`config.mk`:
```
export PLATFORM = sky130hd
export DESIGN_NAME = sram_port_arbiter
export DESIGN_NICKNAME = d
export VERILOG_FILES = /design/src/rtl/sram_port_arbiter.sv
export SDC_FILE = /design/constraint.sdc
export NUM_CORES = 1
export LEC_CHECK = 0
export BUFFER_PORTS_ARGS = -buffer_cell sky130_fd_sc_hd__buf_2
export CORE_AREA = 3 3 209 211
export DETAILED_ROUTE_END_ITERATION = 8
export DIE_AREA = 0 0 212 214
export GPL_ROUTABILITY_DRIVEN = 0
export PLACE_DENSITY_LB_ADDON = 0.2
export SYNTH_ARGS = -nofsm -noshare
export SYNTH_HDL_FRONTEND = slang
export SYNTH_SLANG_ARGS = --single-unit
export TNS_END_PERCENT = 30
```
`constraint.sdc`:
```
create_clock -name iClk -period 2.5 [get_ports iClk]
set_input_delay 0.25 -clock iClk [delete_from_list [all_inputs] [get_ports iClk]]
set_output_delay 0.25 -clock iClk [all_outputs]
set_load 0.1 [all_outputs]
```
`src/rtl/sram_port_arbiter.sv`:
```
// Round-robin arbiter sharing one single-port SRAM between a writer and two readers.
// It drives the SRAM strobes, routes read data back to the reader that issued it, and counts conflicts.
module sram_port_arbiter #(
    parameter int AW = 14,
    parameter int DW = 112,
    parameter int CW = 16
) (
    input  logic          iClk,
    input  logic          iReset,
    input  logic          iWValid,
    input  logic [AW-1:0] iWAddr,
    input  logic [DW-1:0] iWData,
    output logic          oWReady,
    input  logic          iR0Valid,
    input  logic [AW-1:0] iR0Addr,
    output logic          oR0Ready,
    output logic          oR0RValid,
    input  logic          iR1Valid,
    input  logic [AW-1:0] iR1Addr,
    output logic          oR1Ready,
    output logic          oR1RValid,
    output logic [DW-1:0] oRData,
    output logic          oNCE,
    output logic          oNWRT,
    output logic [AW-1:0] oRA,
    output logic [DW-1:0] oDIN,
    input  logic [DW-1:0] iDO,
    output logic [CW-1:0] oConflictCnt,
    output logic          oIdle
);

    typedef enum logic [1:0] {
        SRC_W    = 2'd0,
        SRC_R0   = 2'd1,
        SRC_R1   = 2'd2,
        SRC_NONE = 2'd3
    } src_e;

    src_e          rLast_q, rLast_d;
    src_e          grant;
    logic [AW-1:0] raHold_q, raHold_d;
    logic [DW-1:0] dinHold_q, dinHold_d;
    logic          r0RValid_q, r1RValid_q;
    logic [CW-1:0] conflictCnt_q, conflictCnt_d;
    logic          conflict;

    // Search starts just after the last granted requester; reset suppresses every grant.
    always_comb begin
        grant = SRC_NONE;
        if (iReset) begin
            case (rLast_q)
                SRC_W: begin
                    if (iR0Valid)      grant = SRC_R0;
                    else if (iR1Valid) grant = SRC_R1;
                    else if (iWValid)  grant = SRC_W;
                end
                SRC_R0: begin
                    if (iR1Valid)      grant = SRC_R1;
                    else if (iWValid)  grant = SRC_W;
                    else if (iR0Valid) grant = SRC_R0;
                end
                default: begin
                    if (iWValid)       grant = SRC_W;
                    else if (iR0Valid) grant = SRC_R0;
                    else if (iR1Valid) grant = SRC_R1;
                end
            endcase
        end
    end

    assign conflict = (iWValid & iR0Valid) | (iWValid & iR1Valid) | (iR0Valid & iR1Valid);

    always_comb begin
        oWReady   = (grant == SRC_W);
        oR0Ready  = (grant == SRC_R0);
        oR1Ready  = (grant == SRC_R1);
        oNCE      = 1'b1;
        oNWRT     = 1'b1;
        oRA       = raHold_q;
        oDIN      = dinHold_q;
        rLast_d   = rLast_q;
        raHold_d  = raHold_q;
        dinHold_d = dinHold_q;
        case (grant)
            SRC_W: begin
                oNCE      = 1'b0;
                oNWRT     = 1'b0;
                oRA       = iWAddr;
                oDIN      = iWData;
                rLast_d   = SRC_W;
                raHold_d  = iWAddr;
                dinHold_d = iWData;
            end
            SRC_R0: begin
                oNCE     = 1'b0;
                oRA      = iR0Addr;
                rLast_d  = SRC_R0;
                raHold_d = iR0Addr;
            end
            SRC_R1: begin
                oNCE     = 1'b0;
                oRA      = iR1Addr;
                rLast_d  = SRC_R1;
                raHold_d = iR1Addr;
            end
            default: ;
        endcase
    end

    always_comb begin
        conflictCnt_d = conflictCnt_q;
        if (conflict && (conflictCnt_q != {CW{1'b1}})) begin
            conflictCnt_d = conflictCnt_q + CW'(1);
        end
    end

    // Reset starts the pointer at R1 so the writer wins the first contested cycle.
    always_ff @(posedge iClk or negedge iReset) begin
        if (!iReset) begin
            rLast_q       <= SRC_R1;
            raHold_q      <= '0;
            dinHold_q     <= '0;
            r0RValid_q    <= 1'b0;
            r1RValid_q    <= 1'b0;
            conflictCnt_q <= '0;
        end else begin
            rLast_q       <= rLast_d;
            raHold_q      <= raHold_d;
            dinHold_q     <= dinHold_d;
            r0RValid_q    <= (grant == SRC_R0);
            r1RValid_q    <= (grant == SRC_R1);
            conflictCnt_q <= conflictCnt_d;
        end
    end

    assign oR0RValid    = r0RValid_q;
    assign oR1RValid    = r1RValid_q;
    assign oRData       = iDO;
    assign oConflictCnt = conflictCnt_q;
    assign oIdle        = ~(iWValid | iR0Valid | iR1Valid) & ~r0RValid_q & ~r1RValid_q;

endmodule
```
==> impl_results.md <==
- Critical path startpoint category: flop
- Largest net degree at the start of global routing: 94
- Fill count: 4,251
- Area occupied by multi-input gates: 2770 µm²
- Mean routed wirelength per cell: about 18 µm
- Final Skew: 0.00790 ns
- Final setup margin: -0.114 ns
- Height of the chip: between 200 and 250 µm
- CTS sink cnt: 146
- Clk buf depth: 2
- # DRC: 0
- Leak Pwr: 6.08 nW
- Critical Path AT: 2.36 ns
- Grt ovf: 0
- Post-synthesis cell count: around 540
- Crit share post-route: 105%
- Area delta synth->final: 76.8%
- Proportion of layout cells with a drive suffix above 1: 62.4%
- Number of enable flip-flop cells after synthesis: 0
- Initial DRT Pass Iterations: 4
- WL final: about 26,000 µm
- Most frequent cell after synthesis: dfrtp_1
- Diodes inserted: 0
- Synth area leaders: dfrtp_1 50%, mux2_4 15%, buf_4 12%, mux2_2 6.7%, buf_12 2.2%
- Critical Path RT: 2.25 ns
- Failing checks: setup timing
- Total track usage: between 10 and 15%
- RSZ-0062 raised after global routing: true
- Core ar.: 41,900 µm²
- CP endpoint: oDIN[28]
- Top achievable clock speed: roughly 0.38 GHz
- Mapped cell area: 7200 µm²
- CP startpoint: rLast_q[0]$_DFFE_PN0N_
- Cell Area, Placed: about 10,000 µm²
- Yosys warns: 0
- Final Hold Vio Count: 0
- Netlist cell types: 47
- Final instance area: roughly 13,000 µm²
- CTS tree: yes
- R2R Path Start: oConflictCnt[0]$_DFFE_PN0P_
- Yosys reg bits: 146
- Max IR drop VDD: 467 µV
- Num CTS Buffers: 17
- Mapped Avg Cell Area: 13.4 µm²
- Htree depth: 4
- DIE WIDTH: 212 µm
- Hold WC Path Type: input port to flop
- HPWL after DPL: 18,100 µm
- Clk slew on worst S/H paths: 0.06 ns
- Setup CP Type: flop to primary output
- Worst-path fanout max: 24
- Sequential element share of the synthesized area: about 50%
- Final Setup Violations: 88
- Nets: ~1,100
- FF-to-FF path depth: 5
- Tmin final: 2.61 ns
- Vias/cell: between 3 and 4
- Skew-Pair Late Insertion Delay: between 0.4 and 0.5 ns
- Endpoint class of the critical path: primary output
- Num rows: 75
- Max_cap viols: 0
- Cell taking the most area after synthesis: dfrtp_1
- Iteration-0 DRC Markers: ~130
- Seq. cell area: ~3700 µm²
- Initial Utilization: 17.2%
- # IOs: 533
- Status: finished, violations left
- Hold_ws: between 0.04 and 0.05 ns
- First-pass GRT wire length: 38,100 µm
- # port buffers: between 300 and 400
- Routed Antenna Nets: 0
- Commonest cells post-synth: 145 x dfrtp_1, 113 x buf_4, 70 x mux2_4
- Vias in the first global route: 5,926
- Asr flop ratio synth: 100%
- Ys flop type: dfrtp_1
- PD cells: between 1000 and 1500 nW/µm²
- Setup slack, reg-to-reg: 0.47 ns
- Initial antenna violation count: 1
- Die Area: about 45,000 µm²
- Syn_nets: 808
- Worst hold stages: 2
- Max_slew headroom: 57.4%
- Clock root buffer: clkbuf_16
- Slew Limit Fails: 0
- R2r endpoint: oConflictCnt[1]$_DFFE_PN0P_
- Synth top area share: 50.4%
- Worst-Margin Slew: 0.640 ns
- Total vias in the final route: 5,338
==> kinds of logic after synthesis <==
kind of cell	Yosys count	synth area share, %
flip-flops	146	50.7
buffers and inverters	140	15.3
multiplexers	113	21.3
AND/OR/NAND/NOR	67	5.47
AO/OA/AOI/OAI	53	5.02
XOR/XNOR	15	1.82
adder cells (fa/ha/maj)	2	0.313
==> worst max-delay path, stage by stage (launching register included) <==
cell,delay (ns)
dfrtp_1,0.40
nand2b_4,0.15
a21o_1,0.17
and2_4,0.18
inv_16,0.09
buf_12,0.13
buf_16,0.20
mux2_2,0.39
buf_12,0.17
==> power breakdown <==
| part | internal [mW] | leakage (nW) | switching [mW] |
|---|---|---|---|
| sequential | 3.08 | 1.73 | 0.305 |
| clock | 1.49 | 0.280 | 1.13 |
| combinational | 3.95 | 4.07 | 7.09 |
==> cells in the final DEF (no fill, tap or decap), drive strengths merged, types with 2 or more instances in the layout <==
| master | instances |
|---|---|
| and2 | 6 |
| mux2 | 113 |
| clkinv | 7 |
| a31oi | 11 |
| o21ai | 3 |
| nand4 | 7 |
| a32oi | 12 |
| a21oi | 17 |
| nand2b | 3 |
| clkbuf | 20 |
| xnor2 | 2 |
| o211a | 2 |
| nand3 | 5 |
| xor2 | 13 |
| nor4 | 7 |
| clkinvlp | 2 |
| dfrtp | 145 |
| dlygate4sd3 | 80 |
| nor2b | 2 |
| buf | 366 |
| inv | 6 |
| nor3 | 8 |
| o21a | 3 |
| bufinv | 2 |
| nor2 | 19 |
| nand2 | 6 |
| o22ai | 2 |
==> state kept, by name, summed over array words and instances (netlist names) <==
signal,count
dinHold_q,112
rLast_q,2
oR0RValid,1
oR1RValid,1
oConflictCnt,16
raHold_q,14
==> timing repair <==
action,in CTS,in global routing
endpoints found under the setup margin,127,126
endpoints found under the hold margin,132,4
gates cloned,6,3
gates resized for setup,53,37
setup buffers,25,14
pin swaps,4,4
hold buffers,80,1
==> through the flow <==
stage                     instances  power, mW  TNS (ns)  worst slack [ns]  util (%)
after detailed placement       1265       13.9         0             0.181      25.0
after global placement         1265       13.9         0             0.209      25.0
after floorplan                 536       11.2     -3.83            -0.490         -
after global routing           1422       17.6    -16.66            -0.219      30.4
after CTS                      1407       17.1    -14.89            -0.185      29.8
final                          1422       17.0     -4.83            -0.114      30.4
==> how the worst min path moves through the flow <==
stage	endpoint	slack (ns)	startpoint
2_1_floorplan	dinHold_q[0]$_DFF_PN0_	-0.05	iReset
3_3_place_gp	oConflictCnt[0]$_DFFE_PN0P_	0.09	iReset
3_5_place_dp	oConflictCnt[0]$_DFFE_PN0P_	0.09	iReset
4_1_cts	dinHold_q[74]$_DFF_PN0_	0.00005	iWData[74]
5_1_grt	dinHold_q[33]$_DFF_PN0_	0.006	iWData[33]
6_report	dinHold_q[16]$_DFF_PN0_	0.05	iWData[16]
==> routing by layer <==
metal / vias up / GRT usage (%) / part of all wire (%)
met3: 56 / 5.43 / 9.4
met5: - / 0.216 / 0.061
met4: 2 / 6.79 / 3.9
met2: 275 / 17.4 / 47
met1: 2560 / 13.1 / 40
li1: 2445 / - / -
==> cell type report <==
class | count | share of cell area (%)
timing repair buffer | 449 | 39.4
sequential | 146 | 28.7
multi-input combinational | 252 | 21.8
tap | 539 | 5.30
clock buffer | 19 | 3.48
clock inverter | 12 | 1.05
inverter | 5 | 0.285
No activity file was read; power rests on OpenSTA's default activity.
